`src/rtl/ext_pkg.sv`:
```
// Immediate-extension modes and the width-generic extension function shared by the pipe and its users.
// Combinational only; no latency, no flow control.
package ext_pkg;

  typedef enum logic [1:0] {
    SIGN   = 2'd0,
    ZERO   = 2'd1,
    UPPER  = 2'd2,
    BRANCH = 2'd3
  } ext_mode_t;

  localparam int EXT_MAX_W = 64;
  typedef logic [EXT_MAX_W-1:0] ext_word_t;

  // imm is zero-padded to EXT_MAX_W; in_w/out_w select the real widths (in_w <= out_w <= EXT_MAX_W).
  function automatic ext_word_t ext_compute(ext_word_t imm, ext_mode_t mode, int in_w, int out_w);
    ext_word_t mask_in;
    ext_word_t mask_out;
    ext_word_t lo;
    ext_word_t sext;
    ext_word_t res;
    logic      sign;
    mask_in  = (ext_word_t'(1) << in_w) - ext_word_t'(1);
    mask_out = (ext_word_t'(1) << out_w) - ext_word_t'(1);
    lo       = imm & mask_in;
    sign     = |(lo & (ext_word_t'(1) << (in_w - 1)));
    sext     = sign ? (lo | ~mask_in) : lo;
    res      = '0;
    case (mode)
      SIGN:    res = sext;
      ZERO:    res = lo;
      UPPER:   res = lo << (out_w - in_w);
      BRANCH:  res = sext << 2;
      default: res = '0;
    endcase
    return res & mask_out;
  endfunction

endpackage

```
`src/rtl/skid_buf.sv`:
```
// Two-entry valid/ready skid buffer; 1-cycle latency, full throughput.
// in_ready is registered (state != FULL) and never looks at out_ready; head holds while stalled.
module skid_buf #(
  parameter int W = 34
) (
  input  logic         clk,
  input  logic         rst_n,
  input  logic         in_valid,
  output logic         in_ready,
  input  logic [W-1:0] in_data,
  output logic         out_valid,
  input  logic         out_ready,
  output logic [W-1:0] out_data
);

  typedef enum logic [1:0] {
    EMPTY = 2'd0,
    ONE   = 2'd1,
    FULL  = 2'd2
  } state_t;

  state_t       state_q, state_d;
  logic [W-1:0] head_q, head_d;
  logic [W-1:0] skid_q, skid_d;
  logic         in_ready_q;
  logic         push;
  logic         pop;

  assign in_ready  = in_ready_q;
  assign out_valid = (state_q != EMPTY);
  assign out_data  = head_q;
  assign push      = in_valid & in_ready_q;
  assign pop       = out_valid & out_ready;

  always_comb begin
    state_d = state_q;
    head_d  = head_q;
    skid_d  = skid_q;
    case (state_q)
      EMPTY: begin
        if (push) begin
          state_d = ONE;
          head_d  = in_data;
        end
      end
      ONE: begin
        if (push && !pop) begin
          state_d = FULL;
          skid_d  = in_data;
        end else if (push && pop) begin
          head_d = in_data;
        end else if (pop) begin
          state_d = EMPTY;
        end
      end
      FULL: begin
        // in_ready is low here, so only the drain side can move.
        if (pop) begin
          state_d = ONE;
          head_d  = skid_q;
        end
      end
      default: state_d = EMPTY;
    endcase
  end

  always_ff @(posedge clk) begin
    if (!rst_n) begin
      state_q    <= EMPTY;
      head_q     <= '0;
      skid_q     <= '0;
      in_ready_q <= 1'b0;
    end else begin
      state_q    <= state_d;
      head_q     <= head_d;
      skid_q     <= skid_d;
      in_ready_q <= (state_d != FULL);
    end
  end

endmodule

```
`src/rtl/imm_extend_pipe.sv`:
```
// Extends an IN_W immediate to OUT_W by mode, registered once through a skid buffer.
// 1-cycle latency, full throughput; in_ready is registered and independent of out_ready.
module imm_extend_pipe
  import ext_pkg::*;
#(
  parameter int IN_W  = 16,
  parameter int OUT_W = 32
) (
  input  logic             clk,
  input  logic             rst_n,
  input  logic             in_valid,
  output logic             in_ready,
  input  logic [IN_W-1:0]  in_imm,
  input  ext_mode_t        in_mode,
  output logic             out_valid,
  input  logic             out_ready,
  output logic [OUT_W-1:0] out_data,
  output ext_mode_t        out_mode
);

  logic [OUT_W-1:0] ext_data;
  logic [OUT_W+1:0] out_pay;

  assign ext_data = OUT_W'(ext_compute(ext_word_t'(in_imm), in_mode, IN_W, OUT_W));

  skid_buf #(
    .W(OUT_W + 2)
  ) u_buf (
    .clk      (clk),
    .rst_n    (rst_n),
    .in_valid (in_valid),
    .in_ready (in_ready),
    .in_data  ({in_mode, ext_data}),
    .out_valid(out_valid),
    .out_ready(out_ready),
    .out_data (out_pay)
  );

  assign out_data = out_pay[OUT_W-1:0];
  assign out_mode = ext_mode_t'(out_pay[OUT_W+1:OUT_W]);

endmodule
```
`config.mk`:
```
export PLATFORM = sky130hd
export DESIGN_NAME = imm_extend_pipe
export DESIGN_NICKNAME = d
export VERILOG_FILES = /design/src/rtl/ext_pkg.sv /design/src/rtl/skid_buf.sv /design/src/rtl/imm_extend_pipe.sv
export SDC_FILE = /design/constraint.sdc
export NUM_CORES = 1
export LEC_CHECK = 0
export ABC_AREA = 1
export BUFFER_PORTS_ARGS = -buffer_cell sky130_fd_sc_hd__clkbuf_2
export CAP_MARGIN = 5
export CORE_MARGIN = 2
export CORE_UTILIZATION = 45
export DETAILED_ROUTE_END_ITERATION = 12
export PLACE_DENSITY = 0.66
export REMOVE_ABC_BUFFERS = 1
export SLEW_MARGIN = 20
export SYNTH_ARGS = -nofsm -noshare
export SYNTH_HDL_FRONTEND = slang
export SYNTH_SLANG_ARGS = --single-unit
export TNS_END_PERCENT = 100
```
`constraint.sdc`:
```
create_clock -name clk -period 2.6 [get_ports clk]
set_input_delay 0.26 -clock clk [delete_from_list [all_inputs] [get_ports clk]]
set_output_delay 0.26 -clock clk [all_outputs]
set_load 0.01 [all_outputs]
```
==> out/summary.md, run 1 <==
The flow ran to the end, and the final reports show no timing, DRC or antenna violations. The clock skew was 0.008017 ns; the filler cell count was 872. After synthesis, flip-flops and latches occupy 37.57% of the total area. Using the TritonRoute via totals, the vias-per-cell ratio works out to 5.088.

For the pin with the worst max-slew slack, the measured transition is 0.7516 ns. The quantity of gates resized following cts is 0, and the I/O pin total is 58. The worst pin sits at a relative slew slack of 49.84%. The final wirelength is 9.726 mm, and the synthesized netlist cell count is 603. The critical path is of the flop to flop type. The run gives 0 as the number of antenna-violating nets in the routed design. In the post-route analysis, the smallest setup slack over all paths is 0.7416 ns. In this run the vertical extent of the chip is 95.70 um. The final layout net count came out at 658. Of the available clock period, the critical path in the final layout requires 71.48%. The all-layer global routing usage is 22.87%. The synthesized design contains 71 register bits. The number of antenna violations at the first check in global routing is 0, and the final number of setup-violating endpoints is 0. Clock latency on the worst-skew pair, taken at its later pin, is 0.35 ns. The logs give 0.2486 mV for the peak ir drop on the vdd network and 3784 sq um for the total standard cell area after synthesis. Cells with a size suffix above 1 make up 15.91% of the layout. Once detailed placement completed, the half-perimeter wirelength came to 6.091 mm.

The run gives 0.7799 ns as the pre-CTS worst setup slack. At the end of routability-driven placement, the weighted congestion stood at 0.8056. The first global-routing pass estimated 16.37 mm of wire. The arrival time of the worst setup path is 2.14 ns.

The library cell used most frequently in the layout, excluding fill and tap cells, is sky130_fd_sc_hd__nand2_1. The routed layout has 3796 vias. The clock transition at the register clock pins on the worst setup and hold paths after CTS works out to 0.08 ns. The kind of end point of the critical path was a flop. Before antenna repair, the detailed router went through 5 iterations. In this run the mean area of a mapped cell was 6.275 sq um. Leaving out fill and tap cells, the most frequent cells in the layout are sky130_fd_sc_hd__nand2_1, sky130_fd_sc_hd__nor2_1, sky130_fd_sc_hd__dfxtp_1. The average wire length per cell after detail routing was 13.04 um. The port buffer count works out to 57. For the final routed database, the setup TNS stands at 0 ns. Once the floorplan was initialized, standard cells occupied 46.28% of the core. Of all nets on the critical path, the largest fanout is 32.

The critical path data required time came out at 2.88 ns. The logs give 0 for the total number of yosys warnings and 1.765 mW for the internal power consumption. Startpoint class of the critical path: a flop. Net switching is 28.56% of the power. Setup repair after global routing left no endpoint under its margin. The floorplan has 33 rows.

In the routed design, unresolved DRC markers number 0. The achievable clock frequency is 538.1 MHz, and the number of hold buffers added after CTS is 0. The tools report the maximum buffer depth of the clock tree as 2. Clock root buffer master: sky130_fd_sc_hd__clkbuf_8.

The ratio of total power to cell area is 586.9 nW/um^2, and the switching power is 705.8 uW. Buffers added to address setup during post-CTS repair amount to 0. For the via count of the first global-routing pass, the log shows 3447. The number of DRC markers after the initial detailed-route iteration is 227, and the clock network power share is 37.5%. Entering global routing, the biggest net connects 51 pins. TritonCTS built the clock tree.

Per report_power, the combinational group accounts for 15.6% of the total. The total chip power came out at 2.471 mW. For the finished layout, the period the worst path requires is 1.858 ns. The clock buffer count from CTS is 9, and the placeable core region is 8175 sq um.

The max-slew violation total from the final report was 0; the H-tree depth reported by CTS was 3. Die extent in x: 95.70 um. The area growth from synthesis to layout came out at 11.28%.

The tightest min-delay check is of the primary input to flop type. The number of antenna diodes in the final layout is 0. The worst slack on hold paths was 0.2172 ns. Yosys mapped the design onto 22 distinct sky130hd cell types.

The tools report the number of maximum-capacitance violations as 0. The residual overflow from global routing is 0. Count of endpoints failing hold in the final timing report: 0.

The number of clock sinks is 71. The analysis attributes to cell leakage a power of 2.046 nW. The share of total power dissipated in sequential elements is 46.9%. Floorplan die area: 9158 sq um.
[metal layers]
| layer | wire length [um] | vias to the layer above | global-route usage, % |
|---|---|---|---|
| met5 | 0 | - | 0 |
| met3 | 519 | 12 | 3.367 |
| li1 | - | 1957 | - |
| met1 | 4540 | 1716 | 30.96 |
| met2 | 4513 | 111 | 37.35 |
| met4 | 153 | 0 | 7.738 |
[cells in the mapped netlist (all sizes together)]
cell      n  area share [%]
a21oi    35             4.6
buf      31             5.6
clkbuf   12             1.2
clkinv    1           0.099
dfxtp    71              38
inv      58             5.8
nand2   188              19
nand3    50             6.7
nand4    30             5.0
nor2    105              11
o21ai    22             2.9
[worst max-delay path: stages, from the launching register on]
cell                      delay (ns)
sky130_fd_sc_hd__dfxtp_1        0.44
sky130_fd_sc_hd__inv_2          0.20
sky130_fd_sc_hd__nor2_2         0.13
sky130_fd_sc_hd__nand2_2        0.18
sky130_fd_sc_hd__inv_2          0.51
sky130_fd_sc_hd__nand3_1        0.15
sky130_fd_sc_hd__a21oi_1        0.15
[path summary, 6_finish.rpt]
check             slack (ns)          endpoint  cells after the start        startpoint
setup / recovery        0.74   u_buf.skid_q[0]                      6  u_buf.state_q[0]
hold / removal          0.22   u_buf.skid_q[0]                      3         in_imm[0]
setup reg to reg        0.74   u_buf.skid_q[0]                      6  u_buf.state_q[0]
hold reg to reg         0.46  u_buf.skid_q[32]                      2  u_buf.skid_q[32]
[power by group through the flow]
stage               Combinational, mW  Sequential (mW)  Clock, mW
finish                          0.385             1.16      0.927
global route                    0.447             1.16      0.990
CTS                             0.387             1.16      0.940
detailed placement              0.384             1.19          0
global placement                0.380             1.18          0
floorplan                       0.221             1.20          0
[cells by family after synthesis]
logic type             Yosys count  share of synthesized area (%)
buffers and inverters          102                          12.73
DFF                             71                          37.57
AOI/OAI and AO/OA               57                          7.540
and+or+nand+nor                373                          42.16
[cell type report]
cell class	count	area, sq um	area share [%]
Clock inverter	5	56.30	1.337
Multi-Input combinational cell	430	1881	44.67
Inverter	59	224.0	5.319
Sequential cell	71	1421	33.76
Clock buffer	11	151.4	3.596
Timing Repair Buffer	65	345.3	8.202
Tap cell	105	131.4	3.120
[stage by stage]
stage / instance area, sq um / instances / utilization [%]
global placement: 4003 / 730 / 48.96
detailed placement: 4003 / 730 / 48.96
floorplan: 3526 / 560 / -
finish: 4210 / 746 / 51.50
global route: 4210 / 746 / 51.50
CTS: 4210 / 746 / 51.50
[state kept, by name, summed over array words and instances, names as in the netlist]
name / flops
u_buf.out_data: 34
u_buf.state_q: 2
u_buf.skid_q: 34
u_buf.in_ready: 1
Power figures use the tool's default switching activity.
==> run 2, diff against run 1 <==
- PLACE_DENSITY: 0.66 -> 0.68
- clock period: 2.6 -> 1.56 ns (I/O delays scaled with it)
==> run 2 against run 1 <==
  * Die area unchanged
  * Core utilization up 2.1 points
  * Non-clock buffer count up 11
  * Setup slack worse by 0.54 ns
  * Global-route usage up 0.42 points
  * Cell area up 4.1%
  * Wire length up 0.25%
  * Clock power up 97%
  * Register-to-register slack worse by 0.54 ns
  * Sequential cell count unchanged
  * Via count up 1.6%
  * Largest power group unchanged
  * Highest routed layer unchanged
==> out/summary.md, run 2 (synthesis results as in run 1) <==
The quantity of gates resized following cts was 0. The wire length of the first global-routing pass was 16.79 mm. The transition time of the tightest slew-check pin is 0.4608 ns. Per report_power, the clock group accounts for 41.3% of the total.

The number of antenna diodes in the final layout is 0. The starting density of the core is 46.28%, and the post-detailed-placement half-perimeter wirelength is 6.442 mm. The highest net fanout along the worst path is 23, and the maximum buffer depth of the clock tree is 2.

At the worst endpoint, the required time is 1.85 ns. Share of power burned in registers: 43.6%. CTS built an H-tree with a depth of 3.

The via count of the first global-routing pass is 3688. The logs give 757 for the number of non-filler instances in the completed layout and 0.8134 for the weighted congestion at the end of routability-driven global placement. The tree built by TritonCTS fans out to 71 sinks. The region available for standard cell placement spans 8175 sq um.

Most common library cell in the layout ignoring fill and taps: sky130_fd_sc_hd__nand2_1. The ratio of total power to cell area is 1010 nW/um^2, and the max-slew violation total from the final report is 0. Timing analysis after detailed placement gives a worst setup slack of 0.2441 ns.

In the layout the commonest cells are sky130_fd_sc_hd__nand2_1, sky130_fd_sc_hd__nor2_1, sky130_fd_sc_hd__dfxtp_1. The startpoint identified for the worst register-to-register timing path is u_buf.in_ready. TritonCTS built the clock tree. The number of antenna violations at the first check in global routing was 0. The switching share of power was 26.62%; the port buffer count was 57.

The tools report the hold path endpoint as u_buf.skid_q[0]. The register-to-register path setup slack was 0.20 ns; the arrival time of the worst setup path was 1.65 ns. VDD sags by at most 0.4938 mV. The clock network latency to the later pin of the worst-skew pair was 0.36 ns; the number of maximum-capacitance violations was 0.

The tools report the largest net degree at the start of global routing as 33. In the final routed layout, each cell accounts on average for 12.88 um. In the final layout, the share of cells above drive strength 1 is 17.18%. The worst pin sits at a relative slew slack of 69.25%. The die extent in x is 95.70 um, and the number of detailed-routing iterations run before antenna repair is 5. Clock-pin slew was measured on the worst setup and hold paths at 0.08 ns. By startpoint and endpoint, the worst setup path is classified as flop to flop. Kind of end point of the critical path: a flop. The run gives 0 as the final number of setup-violating endpoints. Buffers added to address setup during post-CTS repair amount to 0. The count of endpoints failing hold in the final timing report came out at 0. The number of standard-cell rows in the floorplan was 33; the achievable clock frequency was 737.0 MHz. Floorplan die area: 9158 sq um.

The worst path needs 1.357 ns of the cycle, external delays included. In this run, CTS created clock tree buffers numbering 9. The worst hold path belongs to the class primary input to flop.

Counting the fill cells in the layout gives 812. The least setup slack across all paths after layout is 0.2032 ns. The internal portion of the total power is 3.247 mW.

The tools report the source of the worst hold timing path as in_imm[0]. Wires add up to 9.750 mm. The logs give 58 for the I/O pin total and 3858 for the total vias in the final route. The post-route clock period utilization is 86.98%, and the number of DRC markers after the initial detailed-route iteration is 291. The area growth from synthesis to layout was 15.81%; the relative contribution of combinational cells to total power was 15.1%. In the global route stage, overall resource usage came out at 23.29%. The run finished with clean final reports.

The logs give 0.004648 ns for the clock skew and 0 for the residual overflow from global routing. Setup repair after global routing left no endpoint under its margin. The worst hold path passes through 3 cells. The clock root buffer master is sky130_fd_sc_hd__clkbuf_8.

The run gives 741 as the count of placed standard cells including taps. Worst reg-to-reg path cell count: 7. The tools report the DRC violation count after routing as 0.

For this design the static power due to leakage is 2.127 nW. The worst register-to-register path ends at u_buf.skid_q[27]. The die is 95.70 um tall. The worst setup path is launched from a flop.

The final layout net count was 669; the number of antenna-violating nets in the routed design was 0. The number of hold buffers added after CTS was 0. The via-per-instance ratio came out at 5.096. The switching power is 1.178 mW.
==> run 2: layout make-up <==
class | count | area, sq um | share of cell area, %
Timing Repair Buffer | 76 | 478.0 | 10.91
Clock inverter | 5 | 105.1 | 2.399
Clock buffer | 11 | 141.4 | 3.227
Sequential cell | 71 | 1421 | 32.44
Inverter | 59 | 224.0 | 5.111
Tap cell | 105 | 131.4 | 2.998
Multi-Input combinational cell | 430 | 1881 | 42.92
==> run 2: per-layer routing <==
| layer | share of wire [%] | track usage [%] | wire length, um |
|---|---|---|---|
| met1 | 45 | 29.56 | 4374 |
| met2 | 46 | 37.94 | 4460 |
| met3 | 7.4 | 4.699 | 722 |
| met4 | 2.0 | 11.07 | 193 |
| met5 | 0 | 0 | 0 |
==> run 2: worst max path at each step <==
stage                     start            endpoint  slack (ns)  cells past startpoint
2_1_floorplan  u_buf.state_q[1]  u_buf.out_data[16]       -0.45                      5
3_3_place_gp   u_buf.state_q[0]     u_buf.skid_q[0]        0.30                      7
3_5_place_dp   u_buf.state_q[0]     u_buf.skid_q[1]        0.24                      7
4_1_cts        u_buf.state_q[0]     u_buf.skid_q[1]        0.21                      7
5_1_grt          u_buf.in_ready     u_buf.skid_q[0]        0.05                      7
6_report         u_buf.in_ready    u_buf.skid_q[27]        0.20                      7
==> run 2: power by group through the flow <==
stage | Combinational, mW | Sequential (mW) | Clock [mW]
3_3_place_gp | 0.661 | 1.97 | 0
2_1_floorplan | 0.369 | 2.01 | 0
4_1_cts | 0.671 | 1.93 | 1.86
5_1_grt | 0.770 | 1.94 | 1.92
6_report | 0.667 | 1.93 | 1.83
3_5_place_dp | 0.666 | 1.97 | 0
==> run 2: critical path, cell delays in order, from the launching register on <==
cell	delay, ns
sky130_fd_sc_hd__dfxtp_1	0.34
sky130_fd_sc_hd__nand2_1	0.12
sky130_fd_sc_hd__nor2_1	0.16
sky130_fd_sc_hd__nand2_2	0.09
sky130_fd_sc_hd__inv_2	0.17
sky130_fd_sc_hd__buf_12	0.19
sky130_fd_sc_hd__nand2_1	0.08
sky130_fd_sc_hd__a21oi_1	0.13
==> run 2: metrics by stage <==
stage | cell area (sq um) | total power [mW] | TNS (ns) | util, % | hold slack, ns
after floorplan | 3526 | 2.374 | -18.29 | - | 0.2764
after global placement | 4135 | 2.631 | 0 | 50.58 | 0.4312
after detailed placement | 4135 | 2.641 | 0 | 50.58 | 0.4391
after CTS | 4382 | 4.462 | 0 | 53.60 | 0.08504
after global routing | 4382 | 4.631 | 0 | 53.60 | 0.1342
final | 4382 | 4.425 | 0 | 53.60 | 0.09536
==> run 3, diff against run 2 <==
- SYNTH_HIERARCHICAL: not set -> 1
==> run 3 against run 2 <==
  * Fmax is 3.3% lower
  * Synthesized cell count fell by 3.6%
  * First-iteration DRC count down 36%
  * Core utilization fell by 1.2 points
  * Critical path depth shrank 1
  * Hold slack better by 0.057 ns
  * Final cell count fell by 3.6%
  * Register-to-register slack got worse by 0.05 ns
  * Die area fell by 6.1%
  * Area after synthesis is 6.3% lower
  * Global-route usage down 3.5 points
  * Largest power group unchanged
==> out/summary.md, run 3 <==
In this run the power density over the cells is 949.1 nW/um^2. The final wirelength was 7.958 mm; the synthesis-stage register bit count was 71. The logs give 186 for the number of DRC markers after the initial detailed-route iteration and 0 ns for the sum of negative setup slack. The share of synthesized area in the top cell type comes to 40.10%. The routed design could run at a clock period as short as 1.403 ns. The clock root buffer master is sky130_fd_sc_hd__clkbuf_8. In the post-synthesis netlist, the biggest area contributors are sky130_fd_sc_hd__dfxtp_1, sky130_fd_sc_hd__nand2_1, sky130_fd_sc_hd__nor2_1, sky130_fd_sc_hd__nand3_1, sky130_fd_sc_hd__o21ai_0. The later pin in the worst-skew pair is clocked with a latency of 0.34 ns. Post-synthesis cell type with the largest combined area: sky130_fd_sc_hd__dfxtp_1.

The worst setup path is captured at a flop. In this run, distinct cell masters in the synthesized netlist total 21. In the synthesized netlist, the cells that appear most often are sky130_fd_sc_hd__nand2_1, sky130_fd_sc_hd__nor2_1, sky130_fd_sc_hd__dfxtp_1. The die extent in y was 92.75 um; the number of detailed-routing iterations run before antenna repair was 4.

Across all layers, the routed design uses 3454 vias. The main flop type after synthesis was sky130_fd_sc_hd__dfxtp_1. Most common library cell in the layout ignoring fill and taps: sky130_fd_sc_hd__nand2_1. Transition time of the tightest slew-check pin: 0.4307 ns. The number of hold buffers added after CTS was 0. The number of non-filler instances in the completed layout was 730; the DRC violation count after routing was 0. The first global-routing pass estimated 13.84 mm of wire. Max-cap violations in this run came to 0. The placeable core region came out at 7687 sq um.

The source of the worst hold timing path is out_ready. The area growth from synthesis to layout was 13.73%; the synthesized area per cell was 6.101 sq um. The tools report the max-slew violation total from the final report as 0. The via count of the first global-routing pass came out at 3215. The flow ran to the end, and the final reports show no timing, DRC or antenna violations. In this run the cell area of the synthesized design comes to 3545 sq um.

For the worst setup path, the data arrival time is 1.64 ns. sky130_fd_sc_hd__nand2_1 is the most common cell in the netlist. The logs give 714 for the count of placed standard cells including taps and 5.053 mm for the post-detailed-placement half-perimeter wirelength. The library cells used most frequently in the layout, excluding fill and tap cells, are sky130_fd_sc_hd__nand2_1, sky130_fd_sc_hd__nor2_1, sky130_fd_sc_hd__dfxtp_1. STA classifies the critical path startpoint as a flop. Synthesis handed over a netlist of 581 instances.

Counting flops with a built-in enable in the synthesized netlist gives 0. The H-tree depth reported by CTS was 3; the average wire length per cell after detail routing was 10.90 um. The tools report the quantity of gates resized following cts as 0.

Setup repair after global routing left no endpoint under its margin. The logs give 0 for the number of antenna violations at the first check in global routing and 1.80 ns for the critical path data required time. The via-per-instance ratio was 4.732. The share of synthesized area occupied by flip-flops and latches is 40.10%, and the all-layer global routing usage is 19.79%. After clock tree synthesis, the clock-pin slew on the worst setup and hold paths is 0.07 ns. Fraction of final layout cells sized beyond drive strength 1: 14.49%. For this run, the number of Yosys warnings is 6. The clock net in this run drives a total of 71 sinks.

The largest net degree at the start of global routing came out at 71. In this run the critical register-to-register path is launched from u_buf/state_q[0]. The total chip power came out at 3.826 mW. The final layout net count is 645.

VDD sags by at most 0.4117 mV. The min-delay analysis places its worst path in the category primary input to flop. Of all flip-flops after synthesis, the portion carrying an async set or reset was 0%. Summed over all layers, the global routing overflow is 0. The post-route clock period utilization works out to 89.95%. Buffers added to address setup during post-CTS repair amount to 0.

The critical path in this run is classified as flop to flop. The final number of setup-violating endpoints was 0. Buffers inserted during clock tree synthesis total 9. TritonCTS built the clock tree. Counting along the longest clock path gives a buffer depth of 2. In this run the static leakage power is 2.109 nW. The die extent in x was 92.75 um; the weighted congestion at the end of routability-driven global placement was 0.8270. For the normalized max-slew margin, the log shows 71.26%. The count of endpoints failing hold in the final timing report was 0.

Highest net fanout along the worst path: 34. Clock skew on the completed layout was measured at 0.005176 ns. The die covers 8603 sq um. 58 I/O pins were placed.

The initial utilization of the core area, before any placement, comes to 46.11%. For the number of standard-cell rows in the floorplan, the log shows 32. The tools report the origin of the worst setup path as u_buf/state_q[0].

The achievable clock frequency came out at 712.6 MHz. The count of nets left with antenna violations once routing finished came out at 0. The port buffer count works out to 57.

The number of antenna diodes in the final layout is 0.
[run 3: where the power goes]
group | internal (mW) | total [mW] | switching [mW] | leakage, nW
Sequential | 1.90 | 1.94 | 0.0421 | 0.579
Combinational | 0.238 | 0.625 | 0.387 | 1.44
Clock | 0.561 | 1.26 | 0.699 | 0.0846
[run 3: metrics by stage]
step / hold WS, ns / util [%] / area [sq um] / worst slack, ns
2_1_floorplan: 0.2764 / - / 3338 / -0.1141
3_5_place_dp: 0.4718 / 50.26 / 3864 / 0.08317
4_1_cts: 0.1401 / 52.39 / 4028 / 0.06637
5_1_grt: 0.1745 / 52.44 / 4031 / 0.01216
6_report: 0.1524 / 52.44 / 4031 / 0.1567
3_3_place_gp: 0.4620 / 50.26 / 3864 / 0.1612
[run 3: metal layers]
layer / part of all wire [%] / vias to the layer above / GRT usage (%)
met2: 45 / 81 / 32.30
met3: 6.1 / 7 / 5.696
met5: 0 / - / 0
met1: 48 / 1516 / 25.27
li1: - / 1850 / -
met4: 0.88 / 0 / 6.373
[run 3: cells by family after synthesis]
logic type / Yosys count / synth area share (%)
AND/OR/NAND/NOR: 379 / 42.32
buffers and inverters: 84 / 10.94
flip-flops: 71 / 40.10
AO/OA/AOI/OAI: 47 / 6.636
[run 3: area by class of cell]
cell class,count,area [sq um]
clock buffer,9,123.9
clock inverter,7,40.04
fill,798,3656
inverter,48,185.2
multi-input combinational,426,1735
sequential,71,1421
tap,102,127.6
timing repair buffer,67,397.9
[run 3: critical path: stages, from the launching register on]
cell,delay (ns)
sky130_fd_sc_hd__dfxtp_1,0.47
sky130_fd_sc_hd__nand2_1,0.11
sky130_fd_sc_hd__nor2_2,0.11
sky130_fd_sc_hd__nand2_2,0.09
sky130_fd_sc_hd__buf_4,0.24
sky130_fd_sc_hd__o21ai_0,0.21
sky130_fd_sc_hd__nor2_1,0.06
[run 3: worst paths after layout]
check	end	slack, ns	depth (start not counted)
worst max-delay path	u_buf/skid_q[25]	0.16	6
worst min-delay path	u_buf/in_ready	0.15	3
worst max register to register	u_buf/skid_q[25]	0.16	6
worst min register to register	u_buf/skid_q[3]	0.48	2
